`src/rtl/joy_adc_scan.sv`:
```
// Joystick ADC scan scheduler: shares one conversion engine between X and Y on a fixed period.
// Optional JOY_ADC_AVG_EN macro enables a 4-sample moving average on the committed outputs.
module joy_adc_scan #(
  parameter int unsigned SCAN_DIV = 10,
  parameter logic [2:0]  X_CHAN   = 3'd0,
  parameter logic [2:0]  Y_CHAN   = 3'd1,
  parameter int unsigned TIMEOUT  = 255
) (
  input  logic        clk,
  input  logic        reset_n,
  input  logic        enable,
  input  logic        err_clr,
  output logic        adc_start,
  output logic [2:0]  adc_chan,
  input  logic        adc_done,
  input  logic [11:0] adc_data,
  output logic [11:0] adc_x,
  output logic [11:0] adc_y,
  output logic        sample_valid,
  output logic        timeout_err,
  output logic        busy
);

  // Engine handshake: adc_start is a single-cycle request with adc_chan held until
  // the matching adc_done (single cycle, adc_data valid alongside) or the timeout.
  typedef enum logic [2:0] {
    S_IDLE, S_START_X, S_WAIT_X, S_START_Y, S_WAIT_Y, S_COMMIT
  } state_t;

  localparam logic [15:0] SCAN_LAST = 16'(SCAN_DIV - 1);
  localparam logic [7:0]  TO_LAST   = 8'(TIMEOUT - 1);

  state_t      state_q, state_d;
  logic [15:0] scan_cnt_q, scan_cnt_d;
  logic [7:0]  to_cnt_q, to_cnt_d;
  logic [11:0] x_tmp_q, x_tmp_d;
  logic        err_q, err_d;
  logic        scan_tick;
  logic        to_hit;
  logic        commit_en;
  logic [11:0] y_new;
  logic [11:0] last_x, last_y;

  assign scan_tick = enable && (scan_cnt_q == SCAN_LAST);
  assign to_hit    = (to_cnt_q == TO_LAST);

  always_comb begin
    scan_cnt_d = scan_cnt_q + 16'd1;
    if (!enable || scan_tick) scan_cnt_d = '0;
  end

  always_comb begin
    state_d   = state_q;
    to_cnt_d  = to_cnt_q;
    x_tmp_d   = x_tmp_q;
    err_d     = err_q & ~err_clr;
    commit_en = 1'b0;
    y_new     = last_y;
    case (state_q)
      S_IDLE: if (scan_tick) state_d = S_START_X;
      S_START_X: begin
        to_cnt_d = '0;
        state_d  = S_WAIT_X;
      end
      S_WAIT_X: begin
        to_cnt_d = to_cnt_q + 8'd1;
        if (adc_done) begin
          x_tmp_d = adc_data;
          state_d = S_START_Y;
        end else if (to_hit) begin
          x_tmp_d = last_x;
          err_d   = 1'b1;
          state_d = S_START_Y;
        end
      end
      S_START_Y: begin
        to_cnt_d = '0;
        state_d  = S_WAIT_Y;
      end
      S_WAIT_Y: begin
        to_cnt_d = to_cnt_q + 8'd1;
        // Both axes are written on the edge into COMMIT so they appear together with sample_valid.
        if (adc_done) begin
          y_new     = adc_data;
          commit_en = 1'b1;
          state_d   = S_COMMIT;
        end else if (to_hit) begin
          err_d     = 1'b1;
          commit_en = 1'b1;
          state_d   = S_COMMIT;
        end
      end
      S_COMMIT: state_d = S_IDLE;
      default:  state_d = S_IDLE;
    endcase
  end

  always_ff @(posedge clk or negedge reset_n) begin
    if (!reset_n) begin
      state_q    <= S_IDLE;
      scan_cnt_q <= '0;
      to_cnt_q   <= '0;
      x_tmp_q    <= 12'h800;
      err_q      <= 1'b0;
    end else begin
      state_q    <= state_d;
      scan_cnt_q <= scan_cnt_d;
      to_cnt_q   <= to_cnt_d;
      x_tmp_q    <= x_tmp_d;
      err_q      <= err_d;
    end
  end

`ifdef JOY_ADC_AVG_EN
  // Index 0 holds the newest committed raw sample.
  logic [3:0][11:0] x_sr_q, x_sr_d;
  logic [3:0][11:0] y_sr_q, y_sr_d;
  logic [13:0]      x_acc, y_acc;

  always_comb begin
    x_sr_d = x_sr_q;
    y_sr_d = y_sr_q;
    if (commit_en) begin
      x_sr_d = {x_sr_q[2:0], x_tmp_q};
      y_sr_d = {y_sr_q[2:0], y_new};
    end
  end

  always_ff @(posedge clk or negedge reset_n) begin
    if (!reset_n) begin
      x_sr_q <= {4{12'h800}};
      y_sr_q <= {4{12'h800}};
    end else begin
      x_sr_q <= x_sr_d;
      y_sr_q <= y_sr_d;
    end
  end

  assign x_acc  = {2'b00, x_sr_q[0]} + {2'b00, x_sr_q[1]} + {2'b00, x_sr_q[2]} + {2'b00, x_sr_q[3]};
  assign y_acc  = {2'b00, y_sr_q[0]} + {2'b00, y_sr_q[1]} + {2'b00, y_sr_q[2]} + {2'b00, y_sr_q[3]};
  assign last_x = x_sr_q[0];
  assign last_y = y_sr_q[0];
  assign adc_x  = 12'(x_acc >> 2);
  assign adc_y  = 12'(y_acc >> 2);
`else
  logic [11:0] x_raw_q, x_raw_d;
  logic [11:0] y_raw_q, y_raw_d;

  always_comb begin
    x_raw_d = x_raw_q;
    y_raw_d = y_raw_q;
    if (commit_en) begin
      x_raw_d = x_tmp_q;
      y_raw_d = y_new;
    end
  end

  always_ff @(posedge clk or negedge reset_n) begin
    if (!reset_n) begin
      x_raw_q <= 12'h800;
      y_raw_q <= 12'h800;
    end else begin
      x_raw_q <= x_raw_d;
      y_raw_q <= y_raw_d;
    end
  end

  assign last_x = x_raw_q;
  assign last_y = y_raw_q;
  assign adc_x  = x_raw_q;
  assign adc_y  = y_raw_q;
`endif

  assign adc_start    = (state_q == S_START_X) || (state_q == S_START_Y);
  assign adc_chan     = ((state_q == S_START_Y) || (state_q == S_WAIT_Y)) ? Y_CHAN : X_CHAN;
  assign sample_valid = (state_q == S_COMMIT);
  assign timeout_err  = err_q;
  assign busy         = (state_q != S_IDLE);

endmodule

```
`config.mk`:
```
export PLATFORM = sky130hd
export DESIGN_NAME = joy_adc_scan
export DESIGN_NICKNAME = d
export VERILOG_FILES = /design/src/rtl/joy_adc_scan.sv
export SDC_FILE = /design/constraint.sdc
export NUM_CORES = 1
export LEC_CHECK = 0
export ABC_AREA = 1
export CAP_MARGIN = 20
export CORE_UTILIZATION = 58
export DETAILED_ROUTE_END_ITERATION = 10
export PLACE_DENSITY = 0.85
export SYNTH_ARGS = -nofsm -noshare
export SYNTH_HDL_FRONTEND = slang
export SYNTH_SLANG_ARGS = --single-unit
```
`constraint.sdc`:
```
create_clock -name clk -period 2.9 [get_ports clk]
set_input_delay 0.58 -clock clk [delete_from_list [all_inputs] [get_ports clk]]
set_output_delay 0.58 -clock clk [all_outputs]
set_load 0.03 [all_outputs]
```
==> reports/results.txt <==
Outcome = finished clean
Number of nets with antenna violations after routing = 0
# H-tree levels = 3
F_max = 404 MHz
WL final = 6820 um
Total number of vias = 2,643
Max Slew Vio Count = 0
Fillers = 375
Warnings from Yosys = 0
Gp weighted congestion = 0.831
Startpoint Class = register
Final Skew = 11.2 ps
Distinct cell type count after synthesis = 31
DRT Pass-1 Iters = 4
Main flop type after synthesis = dfrtp_1
Maxcap violations = 0
Syn avg cell area = 8.40 sq um
Final min period = 2470 ps
Grt total ovfl = 0
Worst-path clk slew = 70 ps
Leak = 1.83 nW
Port bufs = 45
Asr flop ratio synth = 100%
TritonCTS Buffers = 9
WP data required = 2320 ps
Sum Neg Setup Slack = 0 ps
Most frequent cells in the layout = nand2_1, dfrtp_1, clkdlybuf4s50_1, nor2_1, nand3_1
Initial antenna violation count = 0
Unrepaired setup endpoints after global routing = false
Post-synthesis register bit count = 64
Relative slew slack = 53.1%
Die X = 75.8 um
Starting Density = 61.1%
GRT Resource Usage Total = 26.6%
Critical path cell sequence = inv_1 -> nand3_1 -> nand2_1 -> clkdlybuf4s50_1
Pin count of the biggest net entering global routing = 35
R2r setup slk = 1290 ps
Worst hold path type = input port to asynchronous set/reset pin
Fin nets = 443
Global-route wire length before repair = 11,100 um
CP Buf/Inv Count = 2
Final Hold Vio Count = 0
Post-Syn Area = 3160 sq um
Final setup violating endpoints = 0
Antenna cells = 0
Hold buffers post-CTS = 0
Cell Pwr Density = 935 nW/um^2
Post-route cell area = 3850 sq um
Root buf cell = clkbuf_8
Critical path arrival = 1890 ps
Synth Instances = 376
VDD IR max = 0.644 mV
Cell Area, Placed = 3620 sq um
Vias in the first global route = 2,443
Largest delay contributor family on the critical path = buffers and inverters
CTS tree = done
Crit-path max cell delay = 670 ps
Row cnt = 26
Clk Latency, worst-skew pair = 350 ps
Clk sinks = 64
Total core area = 5170 sq um
Layout cell share with drive strength beyond 1 = 10.8%
Seq/Total Area, Yosys = 50.8%
DR iter-0 viols = 194
Most common cell after layout, fill and taps aside = nand2_1
Total power = 0.00360 W
Number of synthesized flops with an enable pin = 0
Critical path peak fanout = 6
DIE AREA = 5740 sq um
Worst path slowest cell = clkdlybuf4s50_1
Worst Max-Slew Pin Slew = 704 ps
Post-DR wirelength/cell = 13.7 um
Hpwl dp = 4700 um
Area growth syn-to-layout = 21.9%
Ports = 48
Fin util = 74.4%
CTS resizes = 0
DRC viols = 0
Element type at the critical path end = primary output
Vias per cell = 5.32
Final period util = 85.3%
Crit Path Category = register to primary output
Chip Height = 75.8 um
Setup bufs post-CTS = 0
Clk buf depth = 2
## per-layer routing
layer,track usage (%),vias to the layer above,wire (um)
met2,41.2,75,3250
met3,4.50,17,294
met1,35.4,1252,3130
li1,-,1299,-
met5,0,-,0
met4,15.2,0,144
## worst reg2reg max path, stage by stage, from the launching register on
cell	delay, ps
dfrtp_1	420
nor2_1	180
nand2_2	110
inv_2	310
nand2_2	290
nand2_1	120
o21ai_0	80
## cells in the mapped netlist (3+ instances only)
master	count	area (sq um)
nand4_1	5	31.3
nand2_1	102	383
dfstp_2	3	78.8
inv_1	33	124
mux2i_1	7	70.1
nor3_1	8	40.0
o21ai_2	12	105
nand3_1	39	195
o21ai_1	5	25.0
buf_2	3	15.0
buf_6	3	33.8
buf_4	6	45.0
dfrtp_1	61	1530
o21ai_0	12	60.1
o22ai_1	3	18.8
ha_1	4	50.1
nor2_1	41	154
a21oi_1	5	25.0
xor2_1	4	35.0
nand2_2	5	31.3
## cell type report
| type | instances | area, sq um | area share [%] |
|---|---|---|---|
| repair buffers | 47 | 473 | 12.3 |
| clock buffers | 13 | 159 | 4.13 |
| multi-input cells | 265 | 1330 | 34.5 |
| well taps | 70 | 87.6 | 2.28 |
| clock inverters | 3 | 65.1 | 1.69 |
| flip-flops and latches | 64 | 1610 | 41.7 |
| inverters | 35 | 131 | 3.41 |
## final timing paths
| path | start | to | cells past startpoint |
|---|---|---|---|
| setup / recovery | state_q[2] | adc_chan[0] | 4 |
| hold / removal | reset_n | scan_cnt_q[4] | 1 |
| setup reg to reg | state_q[1] | adc_y[7] | 6 |
| hold reg to reg | adc_y[0] | adc_y[0] | 2 |
| max in group asynchronous | reset_n | x_tmp_q[11] | 2 |
| min in group clk | adc_y[0] | adc_y[0] | 2 |
## metrics by stage
stage | std cells | hold WS (ps) | setup slack [ps]
floorplan | 377 | 284 | 1200
detailed placement | 481 | 458 | 704
finish | 497 | 282 | 425
global route | 497 | 341 | 331
global placement | 481 | 455 | 737
CTS | 497 | 310 | 429
## logic make-up after synthesis
family / Yosys count / synth area share, %
and+or+nand+nor: 208 / 28.8
other: 1 / 0.119
xor gates and xnor gates: 4 / 1.11
muxes: 7 / 2.22
adders and majority gates: 4 / 1.58
buffers and inverters: 48 / 7.25
AOI/OAI and AO/OA: 40 / 8.12
DFF: 64 / 50.8
## state kept, by name, summed over array words and instances, names as in the netlist
signal	flops
scan_cnt_q	16
state_q	3
adc_y	12
timeout_err	1
to_cnt_q	8
x_tmp_q	12
adc_x	12
## where the power goes
| group | leakage (nW) | switching (W) | internal [W] |
|---|---|---|---|
| sequential | 0.839 | 0.000187 | 0.00117 |
| combinational | 0.882 | 0.000852 | 0.000524 |
| clock | 0.114 | 0.000333 | 0.000531 |
| total | 1.83 | 0.00137 | 0.00223 |
No activity file was read; power rests on OpenSTA's default activity.
